[src/rtl/link_table_pkg.sv]
// Shared types for the link-table arbiter.
//   order_e : order type codes carried on req_type / mgr order_type
//   state_e : arbiter FSM state encoding
package link_table_pkg;

  typedef enum logic [1:0] {
    OrdAppe = 2'b00,
    OrdDele = 2'b01,
    OrdChag = 2'b10,
    OrdRead = 2'b11
  } order_e;

  typedef enum logic [2:0] {
    StIdle,
    StAccept,
    StIssue,
    StWait,
    StReturn
  } state_e;

endpackage

[src/rtl/link_table_arbiter_if.sv]
// Manager-side bus of the link-table arbiter: order channel out, result channel back.
//   master : arbiter side (drives order_*, dout_busy)
//   slave  : manager side (drives order_busy, dout_valid, dout_data)
interface link_table_arbiter_if #(
  parameter int unsigned ADDR_WIDTH  = 16,
  parameter int unsigned DATA_WIDTH  = 16,
  parameter int unsigned TABLE_WIDTH = 8
);
  logic                   order_valid;
  logic                   order_busy;
  logic [1:0]             order_type;
  logic [TABLE_WIDTH-1:0] order_table;
  logic [ADDR_WIDTH-1:0]  order_node;
  logic [DATA_WIDTH-1:0]  order_data;
  logic                   dout_valid;
  logic                   dout_busy;
  logic [DATA_WIDTH-1:0]  dout_data;

  modport master (
    output order_valid, order_type, order_table, order_node, order_data, dout_busy,
    input  order_busy, dout_valid, dout_data
  );

  modport slave (
    input  order_valid, order_type, order_table, order_node, order_data, dout_busy,
    output order_busy, dout_valid, dout_data
  );
endinterface

[src/rtl/link_table_rr_pick.sv]
// Combinational round-robin picker.
//   req : request vector
//   ptr : highest-priority index this round
//   hit : any request set
//   idx : first set request scanning ptr, ptr+1, ... with wrap
module link_table_rr_pick #(
  parameter int unsigned NUM_REQ  = 4,
  parameter int unsigned ID_WIDTH = $clog2(NUM_REQ)
) (
  input  logic [NUM_REQ-1:0]  req,
  input  logic [ID_WIDTH-1:0] ptr,
  output logic                hit,
  output logic [ID_WIDTH-1:0] idx
);
  int unsigned cand;

  always_comb begin
    hit  = 1'b0;
    idx  = '0;
    cand = 0;
    for (int unsigned i = 0; i < NUM_REQ; i++) begin
      cand = 32'(ptr) + i;
      if (cand >= NUM_REQ) cand = cand - NUM_REQ;
      if (!hit && req[cand[ID_WIDTH-1:0]]) begin
        hit = 1'b1;
        idx = cand[ID_WIDTH-1:0];
      end
    end
  end
endmodule

[src/rtl/link_table_arbiter.sv]
// Shares one link-table manager among NUM_REQ requesters, one order in flight.
//   clk, rst              : clock, synchronous active-high reset
//   req_valid/busy/...    : per-requester order channels (packed fields)
//   rsp_valid/busy/...    : per-requester response; data/err/id shared
//   mgr                   : manager order and result channels
//   txn_active            : FSM not idle
module link_table_arbiter
  import link_table_pkg::*;
#(
  parameter int unsigned NUM_REQ     = 4,
  parameter int unsigned ADDR_WIDTH  = 16,
  parameter int unsigned DATA_WIDTH  = 16,
  parameter int unsigned TABLE_WIDTH = 8,
  parameter int unsigned TIMEOUT     = 1023
) (
  input  logic                           clk,
  input  logic                           rst,
  input  logic [NUM_REQ-1:0]             req_valid,
  output logic [NUM_REQ-1:0]             req_busy,
  input  logic [2*NUM_REQ-1:0]           req_type,
  input  logic [TABLE_WIDTH*NUM_REQ-1:0] req_table,
  input  logic [ADDR_WIDTH*NUM_REQ-1:0]  req_node,
  input  logic [DATA_WIDTH*NUM_REQ-1:0]  req_data,
  output logic [NUM_REQ-1:0]             rsp_valid,
  input  logic [NUM_REQ-1:0]             rsp_busy,
  output logic [DATA_WIDTH-1:0]          rsp_data,
  output logic                           rsp_err,
  output logic [$clog2(NUM_REQ)-1:0]     rsp_id,
  link_table_arbiter_if.master           mgr,
  output logic                           txn_active
);
  localparam int unsigned ID_WIDTH = $clog2(NUM_REQ);
  localparam int unsigned WDOG_W   = $clog2(TIMEOUT + 1);

  state_e                 state_q, state_d;
  logic [ID_WIDTH-1:0]    g_q, g_d, rr_ptr_q, rr_ptr_d;
  logic [WDOG_W-1:0]      wdog_q, wdog_d;
  logic [NUM_REQ-1:0]     req_busy_q, req_busy_d, rsp_valid_q, rsp_valid_d;
  logic [DATA_WIDTH-1:0]  rsp_data_q, rsp_data_d;
  logic                   rsp_err_q, rsp_err_d;
  logic [ID_WIDTH-1:0]    rsp_id_q, rsp_id_d;
  logic                   ord_valid_q, ord_valid_d;
  logic [1:0]             ord_type_q, ord_type_d;
  logic [TABLE_WIDTH-1:0] ord_table_q, ord_table_d;
  logic [ADDR_WIDTH-1:0]  ord_node_q, ord_node_d;
  logic [DATA_WIDTH-1:0]  ord_data_q, ord_data_d;
  logic                   dout_busy_q, dout_busy_d;

  logic                   pick_hit;
  logic [ID_WIDTH-1:0]    pick_idx;
  logic [1:0]             sel_type;
  logic [TABLE_WIDTH-1:0] sel_table;
  logic [ADDR_WIDTH-1:0]  sel_node;
  logic [DATA_WIDTH-1:0]  sel_data;

  function automatic logic [NUM_REQ-1:0] to_onehot(logic [ID_WIDTH-1:0] idx);
    to_onehot      = '0;
    to_onehot[idx] = 1'b1;
  endfunction

  link_table_rr_pick #(
    .NUM_REQ  (NUM_REQ),
    .ID_WIDTH (ID_WIDTH)
  ) u_pick (
    .req (req_valid),
    .ptr (rr_ptr_q),
    .hit (pick_hit),
    .idx (pick_idx)
  );

  // Unpack the granted requester's order fields.
  always_comb begin
    sel_type  = '0;
    sel_table = '0;
    sel_node  = '0;
    sel_data  = '0;
    for (int unsigned i = 0; i < NUM_REQ; i++) begin
      if (g_q == ID_WIDTH'(i)) begin
        sel_type  = req_type[2*i +: 2];
        sel_table = req_table[TABLE_WIDTH*i +: TABLE_WIDTH];
        sel_node  = req_node[ADDR_WIDTH*i +: ADDR_WIDTH];
        sel_data  = req_data[DATA_WIDTH*i +: DATA_WIDTH];
      end
    end
  end

  always_comb begin
    state_d     = state_q;
    g_d         = g_q;
    rr_ptr_d    = rr_ptr_q;
    wdog_d      = wdog_q;
    req_busy_d  = req_busy_q;
    rsp_valid_d = rsp_valid_q;
    rsp_data_d  = rsp_data_q;
    rsp_err_d   = rsp_err_q;
    rsp_id_d    = rsp_id_q;
    ord_valid_d = ord_valid_q;
    ord_type_d  = ord_type_q;
    ord_table_d = ord_table_q;
    ord_node_d  = ord_node_q;
    ord_data_d  = ord_data_q;
    dout_busy_d = dout_busy_q;
    case (state_q)
      StIdle: begin
        if (pick_hit) begin
          g_d        = pick_idx;
          req_busy_d = ~to_onehot(pick_idx);
          state_d    = StAccept;
        end
      end
      StAccept: begin
        req_busy_d = '1;
        if (req_valid[g_q]) begin
          ord_type_d  = sel_type;
          ord_table_d = sel_table;
          ord_node_d  = sel_node;
          ord_data_d  = sel_data;
          ord_valid_d = 1'b1;
          state_d     = StIssue;
        end else begin
          // Withdrawn: rr_ptr stays so the same scan order applies next time.
          state_d = StIdle;
        end
      end
      StIssue: begin
        if (!mgr.order_busy) begin
          ord_valid_d = 1'b0;
          wdog_d      = '0;
          state_d     = StWait;
        end
      end
      StWait: begin
        // A result on the timeout cycle takes priority over the error.
        if (mgr.dout_valid) begin
          rsp_data_d  = mgr.dout_data;
          rsp_err_d   = 1'b0;
          rsp_id_d    = g_q;
          rsp_valid_d = to_onehot(g_q);
          dout_busy_d = 1'b1;
          state_d     = StReturn;
        end else if (wdog_q == WDOG_W'(TIMEOUT - 1)) begin
          rsp_data_d  = '0;
          rsp_err_d   = 1'b1;
          rsp_id_d    = g_q;
          rsp_valid_d = to_onehot(g_q);
          state_d     = StReturn;
        end else begin
          wdog_d = wdog_q + 1'b1;
        end
      end
      StReturn: begin
        if (!rsp_busy[g_q]) begin
          rsp_valid_d = '0;
          dout_busy_d = 1'b0;
          rr_ptr_d    = (g_q == ID_WIDTH'(NUM_REQ - 1)) ? '0 : g_q + 1'b1;
          state_d     = StIdle;
        end
      end
      default: state_d = StIdle;
    endcase
  end

  always_ff @(posedge clk) begin
    if (rst) begin
      state_q     <= StIdle;
      g_q         <= '0;
      rr_ptr_q    <= '0;
      wdog_q      <= '0;
      req_busy_q  <= '1;
      rsp_valid_q <= '0;
      rsp_data_q  <= '0;
      rsp_err_q   <= 1'b0;
      rsp_id_q    <= '0;
      ord_valid_q <= 1'b0;
      ord_type_q  <= '0;
      ord_table_q <= '0;
      ord_node_q  <= '0;
      ord_data_q  <= '0;
      dout_busy_q <= 1'b0;
    end else begin
      state_q     <= state_d;
      g_q         <= g_d;
      rr_ptr_q    <= rr_ptr_d;
      wdog_q      <= wdog_d;
      req_busy_q  <= req_busy_d;
      rsp_valid_q <= rsp_valid_d;
      rsp_data_q  <= rsp_data_d;
      rsp_err_q   <= rsp_err_d;
      rsp_id_q    <= rsp_id_d;
      ord_valid_q <= ord_valid_d;
      ord_type_q  <= ord_type_d;
      ord_table_q <= ord_table_d;
      ord_node_q  <= ord_node_d;
      ord_data_q  <= ord_data_d;
      dout_busy_q <= dout_busy_d;
    end
  end

  assign req_busy        = req_busy_q;
  assign rsp_valid       = rsp_valid_q;
  assign rsp_data        = rsp_data_q;
  assign rsp_err         = rsp_err_q;
  assign rsp_id          = rsp_id_q;
  assign mgr.order_valid = ord_valid_q;
  assign mgr.order_type  = ord_type_q;
  assign mgr.order_table = ord_table_q;
  assign mgr.order_node  = ord_node_q;
  assign mgr.order_data  = ord_data_q;
  assign mgr.dout_busy   = dout_busy_q;
  assign txn_active      = (state_q != StIdle);
endmodule

[src/flat_wrapper.sv]
// flat-port wrapper written by rule: the top's interface ports become plain ports
module link_table_arbiter_flat import link_table_pkg::*;
#(
  parameter int unsigned NUM_REQ     = 4,
  parameter int unsigned ADDR_WIDTH  = 16,
  parameter int unsigned DATA_WIDTH  = 16,
  parameter int unsigned TABLE_WIDTH = 8,
  parameter int unsigned TIMEOUT     = 1023
)
  (clk, rst, req_valid, req_busy, req_type, req_table, req_node, req_data, rsp_valid, rsp_busy, rsp_data, rsp_err, rsp_id, txn_active, mgr_order_valid, mgr_order_type, mgr_order_table, mgr_order_node, mgr_order_data, mgr_dout_busy, mgr_order_busy, mgr_dout_valid, mgr_dout_data);
  link_table_arbiter_if #(.ADDR_WIDTH(ADDR_WIDTH), .DATA_WIDTH(DATA_WIDTH), .TABLE_WIDTH(TABLE_WIDTH)) mgr_i ();
  input  logic clk;
  input  logic rst;
  input  logic [NUM_REQ-1:0] req_valid;
  output logic [NUM_REQ-1:0] req_busy;
  input  logic [2*NUM_REQ-1:0] req_type;
  input  logic [TABLE_WIDTH*NUM_REQ-1:0] req_table;
  input  logic [ADDR_WIDTH*NUM_REQ-1:0] req_node;
  input  logic [DATA_WIDTH*NUM_REQ-1:0] req_data;
  output logic [NUM_REQ-1:0] rsp_valid;
  input  logic [NUM_REQ-1:0] rsp_busy;
  output logic [DATA_WIDTH-1:0] rsp_data;
  output logic rsp_err;
  output logic [$clog2(NUM_REQ)-1:0] rsp_id;
  output logic txn_active;
  output wire logic [$bits(mgr_i.order_valid)-1:0] mgr_order_valid;
  output wire logic [$bits(mgr_i.order_type)-1:0] mgr_order_type;
  output wire logic [$bits(mgr_i.order_table)-1:0] mgr_order_table;
  output wire logic [$bits(mgr_i.order_node)-1:0] mgr_order_node;
  output wire logic [$bits(mgr_i.order_data)-1:0] mgr_order_data;
  output wire logic [$bits(mgr_i.dout_busy)-1:0] mgr_dout_busy;
  input wire logic [$bits(mgr_i.order_busy)-1:0] mgr_order_busy;
  input wire logic [$bits(mgr_i.dout_valid)-1:0] mgr_dout_valid;
  input wire logic [$bits(mgr_i.dout_data)-1:0] mgr_dout_data;
  assign mgr_order_valid = mgr_i.order_valid;
  assign mgr_order_type = mgr_i.order_type;
  assign mgr_order_table = mgr_i.order_table;
  assign mgr_order_node = mgr_i.order_node;
  assign mgr_order_data = mgr_i.order_data;
  assign mgr_dout_busy = mgr_i.dout_busy;
  assign mgr_i.order_busy = mgr_order_busy;
  assign mgr_i.dout_valid = mgr_dout_valid;
  assign mgr_i.dout_data = mgr_dout_data;
  link_table_arbiter #(.NUM_REQ(NUM_REQ), .ADDR_WIDTH(ADDR_WIDTH), .DATA_WIDTH(DATA_WIDTH), .TABLE_WIDTH(TABLE_WIDTH), .TIMEOUT(TIMEOUT)) u_core (.clk(clk), .rst(rst), .req_valid(req_valid), .req_busy(req_busy), .req_type(req_type), .req_table(req_table), .req_node(req_node), .req_data(req_data), .rsp_valid(rsp_valid), .rsp_busy(rsp_busy), .rsp_data(rsp_data), .rsp_err(rsp_err), .rsp_id(rsp_id), .mgr(mgr_i), .txn_active(txn_active));
endmodule
[config.mk]
export PLATFORM = sky130hd
export DESIGN_NAME = link_table_arbiter_flat
export DESIGN_NICKNAME = d
export VERILOG_FILES = /design/src/rtl/link_table_pkg.sv /design/src/rtl/link_table_arbiter_if.sv /design/src/rtl/link_table_rr_pick.sv /design/src/rtl/link_table_arbiter.sv /design/src/flat_wrapper.sv
export SDC_FILE = /design/constraint.sdc
export NUM_CORES = 1
export LEC_CHECK = 0
export BUFFER_PORTS_ARGS = -buffer_cell sky130_fd_sc_hd__buf_2
export CORE_AREA = 2 2 103 105
export CTS_CLUSTER_DIAMETER = 60
export DETAILED_ROUTE_END_ITERATION = 10
export DIE_AREA = 0 0 105 107
export GPL_TIMING_DRIVEN = 1
export PLACE_DENSITY = 0.85
export SLEW_MARGIN = 20
export SYNTH_ARGS = -nofsm -noshare
export SYNTH_HDL_FRONTEND = slang
export SYNTH_HIERARCHICAL = 1
export SYNTH_SLANG_ARGS = --single-unit
export TNS_END_PERCENT = 20
[constraint.sdc]
create_clock -name clk -period 5.1 [get_ports clk]
set_input_delay 1.02 -clock clk [delete_from_list [all_inputs] [get_ports clk]]
set_output_delay 1.02 -clock clk [all_outputs]
set_load 0.005 [all_outputs]
Word-level counts from Yosys, hierarchy flattened. Index checks and enable logic that the tools add are counted.

Flip-flop bits (word level): 88. Bits of input ports: 196. Output and inout bits: 72. Logic and storage cells: 154.

$add $sub $neg: 9. Magnitude comparators: 12. Eq/ne operators: 16. Multiplexer cells: 74. Bitwise logic cells: 2. Reduce and logical (&&, ||, !) cells: 26.

Operators by type and width (number): $mux 16 (10); $mux 2 (16); $mux 8 (4); $mux 10 (3); $pmux 10 s2 (1); $lt 2x3->1 const B (6); $mux 1 (18); $mux 4 (4); $pmux 4 s2 (2); $mux 3 (5); $pmux 3 s5 (1); $bmux 1 s2 (6); $add 10x1->10 const B (1); $eq 10x10->1 const B (1); $ne 2x2->1 const B (5); $reduce_and 2->1 (5); $reduce_bool 2->1 (5); $ge 3x3->1 const B (3); $reduce_and 3->1 (3); $reduce_and 4->1 (2); $sub 2x1->2 const B (4); $add 2x2->3 const B (2); $eq 3x2->1 const B (2); $logic_and 1x1->1 (5); other kinds (18) (25).

Logic depth before layout (Yosys ltp).
Word-level depth: 21. Gate-level depth with buffers: 8. Mapped depth without buffers: 7.

Modules after synthesis. The synthesis kept the hierarchy.

By module, submodules not included: link_table_arbiter (instances 1, cells each 622, area each 4788.3 µm², sequential area each 1761.7 µm²); link_table_rr_pick (instances 1, cells each 15, area each 77.6 µm², sequential area each 0.0 µm²).

Worst setup path before layout. No wires, ideal clock.

Path kind: input -> register. Start: input rsp_busy[3]. End: register u_core.rr_ptr_q[0]. Library setup time: 0.067 ns. Data arrival time: 2.425 ns. Data required time: 5.033 ns. Slack: 2.607 ns. Cell stages on the path: 5. Path buffers: 1. Cells stage by stage: mux4_2 or3b_1 buf_2 or3_1 a21oi_2.

Word-level cells in the longest chain between the ends: 4.

Ends and longest elaborated chain: start, declared (RTL line flat_wrapper.sv:21) `input logic [NUM_REQ-1:0] rsp_busy;`; $bmux 1 s2 (RTL line link_table_arbiter.sv:152) `if (!rsp_busy[g_q]) begin`; $mux 1 (implied by the code) (RTL line link_table_arbiter.sv:152); $not 1->1 (no source line); $reduce_and 2->1 (no source line); end signal, assigned (RTL line link_table_arbiter.sv:183) `rr_ptr_q <= rr_ptr_d;`; end, declared (RTL line link_table_arbiter.sv:36) `logic [ID_WIDTH-1:0] g_q, g_d, rr_ptr_q, rr_ptr_d;`.

Every way passes these cells. The select of a mux whose other input is x is not followed. A chain may end at the register's enable or synchronous reset.

Final worst setup path.
Start: register u_core.g_q[1]. End: register u_core.ord_node_q[0], in the netlist u_core/mgr.order_node[0].

Word-level cells in the longest chain between the ends: 5. Elaborated cells between the ends (all ways): 11. Classes of those cells: eq/ne: 3; mux: 6; reduce/logical: 2.

Ends and longest elaborated chain: start, declared (RTL line link_table_arbiter.sv:36); start signal, assigned (RTL line link_table_arbiter.sv:182) `g_q <= g_d;`; $logic_not 2->1 (RTL line link_table_arbiter.sv:78) `if (g_q == ID_WIDTH'(i)) begin`; $mux 16 (4 in a row) (RTL line link_table_arbiter.sv:78); end signal, assigned (RTL line link_table_arbiter.sv:193) `ord_node_q <= ord_node_d;`; end, declared (RTL line link_table_arbiter.sv:45) `logic [ADDR_WIDTH-1:0] ord_node_q, ord_node_d;`.

Several ways; a longest one is shown, not always the timed one. The select of a mux whose other input is x is not followed.

==> impl_metrics.tcl <==
set metrics [dict create \
    antenna_found_initial 1 \
    syn_nets 839 \
    maxCapViolations 0 \
    min_period_ps 2565 \
    dieArea_um2 11240 \
    drt_iter0_drc 447 \
    max_freq_mhz 389.8 \
    max_stage_delay_ps 830 \
    powerDensity_nw_per_um2 378.1 \
    tns_ps 0 \
    ys.flop_type "dfxtp_1" \
    p_leak_nw 3.030 \
    drive_gt1_frac 0.3533 \
    use_met3 0.04742 \
    grt_usage 0.2690 \
    die_x_um 105 \
    wl_per_cell_um 15.98 \
    r2r_setup_slack_ps 2530 \
    cts_resized 0 \
    fin_util 0.6384 \
    worstSkewPairLatency_ps 350 \
    grt_pass1_wl_um 24850 \
    ys_seq_area_frac 0.3620 \
    gr-usage-met2 0.4754 \
    core_area_um2 10090 \
    ctsRootBufferMaster "clkbuf_8" \
    timing.rr.end "u_core/mgr.order_node[0]" \
    worst_slew_pin_slew_ps 1069 \
    wl_um 16060 \
    grt_start_max_net_pins 73 \
    cp_data_arrival_time_ps 2840 \
    cts_tree "built" \
    critPathLaunchType "flip-flop" \
    synthesis.area_um2 4866 \
    rsz0062_at_grt "false" \
    finalSetupViolations 0 \
    path_cells "ha_2, buf_4, a21oi_1, o21ai_0, a22oi_1, a211oi_1" \
    ys_ff_latch 88 \
    synth.distinct_cells 57 \
    min_to "u_core/rsp_data[14]" \
    hold_buffers 0 \
    grt_use_met1 0.3336 \
    rr_startpoint "u_core/g_q[1]" \
    htreeDepth 3 \
    avgViaCountPerCell 5.603 \
    report.final.hold_viol_count 0 \
    synth-edff-count 0 \
    async_flop_share 0 \
    post-route-drc-count 0 \
    grt_pass1_vias 5016 \
    nets 1066 \
    hold_class "reg -> reg" \
    busiest_layer "met2" \
    period_share 0.5030 \
    worstRegToRegCells 6 \
    cts_setup_buffers 0 \
    vias 5631 \
    synth_area_per_cell_um2 7.639 \
    relSlewSlack 0.2848 \
    synthTopCellsByArea "dfxtp_1 (36%), a21oi_1 (8.1%), a211oi_1 (4.6%)" \
    syn_inst 637 \
    portBuffers 267 \
    initial_core_util 0.4821 \
    outcome "finished clean" \
    grt.overflow.total 0 \
    cts_buffers 9 \
    area_growth_pct 32.40 \
    antenna_cells 0 \
    row_count 37 \
    cts_max_path_buffers 2 \
    ioPinCount 268 \
    dp_hpwl_um 11940 \
    ir_drop_mv 0.2221 \
    crit_type "reg -> reg" \
    crit_fanout 45 \
    cp-end-kind "flip-flop" \
    synth_area_leader_cell "dfxtp_1" \
    worstHoldStart "u_core/rsp_data[14]" \
    cts.sinks 88 \
    hold_depth 1 \
    globalplace.congestion 0.8608 \
    cp_slowest_cell "ha_2" \
    skew_ps 16.27 \
    yosysTopAreaCellShare 0.3620 \
    ys_warn_count 6 \
    clkSlewWorstSetupHoldPaths_ps 100 \
    antenna_left 0 \
    drt_first_pass_iters 5 \
    slew_viol_final 0 \
    die_h_um 107 \
    worstPathRequired_ps 5370 \
]
==> layout by cell type, fill, tap and decap left out, drive strengths merged, types with 3 or more instances in the layout <==
master / n
o21ai: 40
or3: 3
o311a: 13
nand3: 13
dfxtp: 88
a21oi: 80
nor4b: 3
a211oi: 30
ha: 6
nor3b: 4
clkbuf: 11
a22o: 16
a221oi: 16
o211ai: 5
nor3: 18
buf: 274
nand3b: 4
nor2b: 14
inv: 43
nand2: 59
a22oi: 29
nor2: 57
==> routing by layer <==
layer | vias to the layer above | share of wire
met5 | - | 0.00087
met4 | 2 | 0.019
met3 | 30 | 0.077
met2 | 256 | 0.50
met1 | 2560 | 0.41
li1 | 2783 | -
==> per-stage QoR <==
stage | power (mW) | hold WS [ps] | setup WS, ps | cells | area [um2]
CTS | 2.447 | 481.1 | 2545 | 1005 | 6442
finish | 2.436 | 478.1 | 2535 | 1005 | 6442
detailed placement | 1.897 | 450.0 | 2256 | 989 | 6213
floorplan | 1.545 | 464.2 | 2607 | 637 | 4866
global route | 2.608 | 490.4 | 2315 | 1005 | 6442
global placement | 1.882 | 451.5 | 2301 | 989 | 6210
==> synthesized netlist by cell type, drive strengths merged (2+ instances only) <==
master	instances
nand4	2
buf	8
dfxtp	88
nand2b	2
nor3b	4
nor2	57
nor2b	14
o311a	13
ha	6
nand3	13
or3	3
o21ai	40
and3	2
clkbuf	50
a21oi	80
a22o	16
o31ai	2
and2	2
mux4	2
nand3b	4
o211ai	5
a22oi	29
mux2	2
nor4b	3
a311oi	2
nor3	18
o22ai	2
inv	41
o31a	2
nand2	59
a221oi	16
a211oi	30
==> logic make-up after synthesis <==
kind of cell / synth area share
AO/OA/AOI/OAI: 0.3446
adder cells (fa/ha/maj): 0.01543
buffers and inverters: 0.07765
flip-flops: 0.3620
multiplexers: 0.01671
AND/OR/NAND/NOR: 0.1836
==> report_power, final <==
group | total, mW | leakage (nW) | internal, mW | switching (mW)
clock | 0.547 | 0.112 | 0.295 | 0.252
sequential | 0.904 | 0.715 | 0.812 | 0.0922
combinational | 0.985 | 2.20 | 0.425 | 0.560
==> worst max path at each step <==
stage / start / to / depth (start not counted)
final: u_core/g_q[1] / u_core/mgr.order_node[0] / 6
after detailed placement: req_valid[0] / u_core/mgr.order_type[0] / 6
after floorplan: rsp_busy[3] / u_core/rr_ptr_q[0] / 5
after CTS: u_core/g_q[1] / u_core/mgr.order_node[4] / 6
after global routing: u_core/g_q[1] / u_core/mgr.order_node[9] / 6
after global placement: req_valid[0] / u_core/mgr.order_node[10] / 6
==> registers in the layout, indices dropped and copies added, names as in the netlist, 2 cells and up <==
name,flops
u_core/mgr.order_data,16
u_core/mgr.order_node,16
u_core/rsp_data,16
u_core/wdog_q,10
u_core/mgr.order_table,8
u_core/req_busy,4
u_core/rsp_valid,4
u_core/state_q,3
u_core/g_q,2
u_core/mgr.order_type,2
u_core/rr_ptr_q,2
u_core/rsp_id,2
==> layout make-up <==
class / count / area, um2
clock buffer: 11 / 141.4
timing repair buffer: 274 / 1389
tap: 136 / 170.2
sequential: 88 / 1762
clock inverter: 5 / 87.58
fill: 956 / 3650
multi-input combinational: 450 / 2739
inverter: 41 / 153.9
==> worst max-delay path: cells and delay by family (launching register included) <==
family	cells	cell delay (ps)
compound gates	4	590
fa+ha+maj	1	830
flops	1	530
buf+inv	1	510
Note: power is estimated with default switching activity, not from simulation.
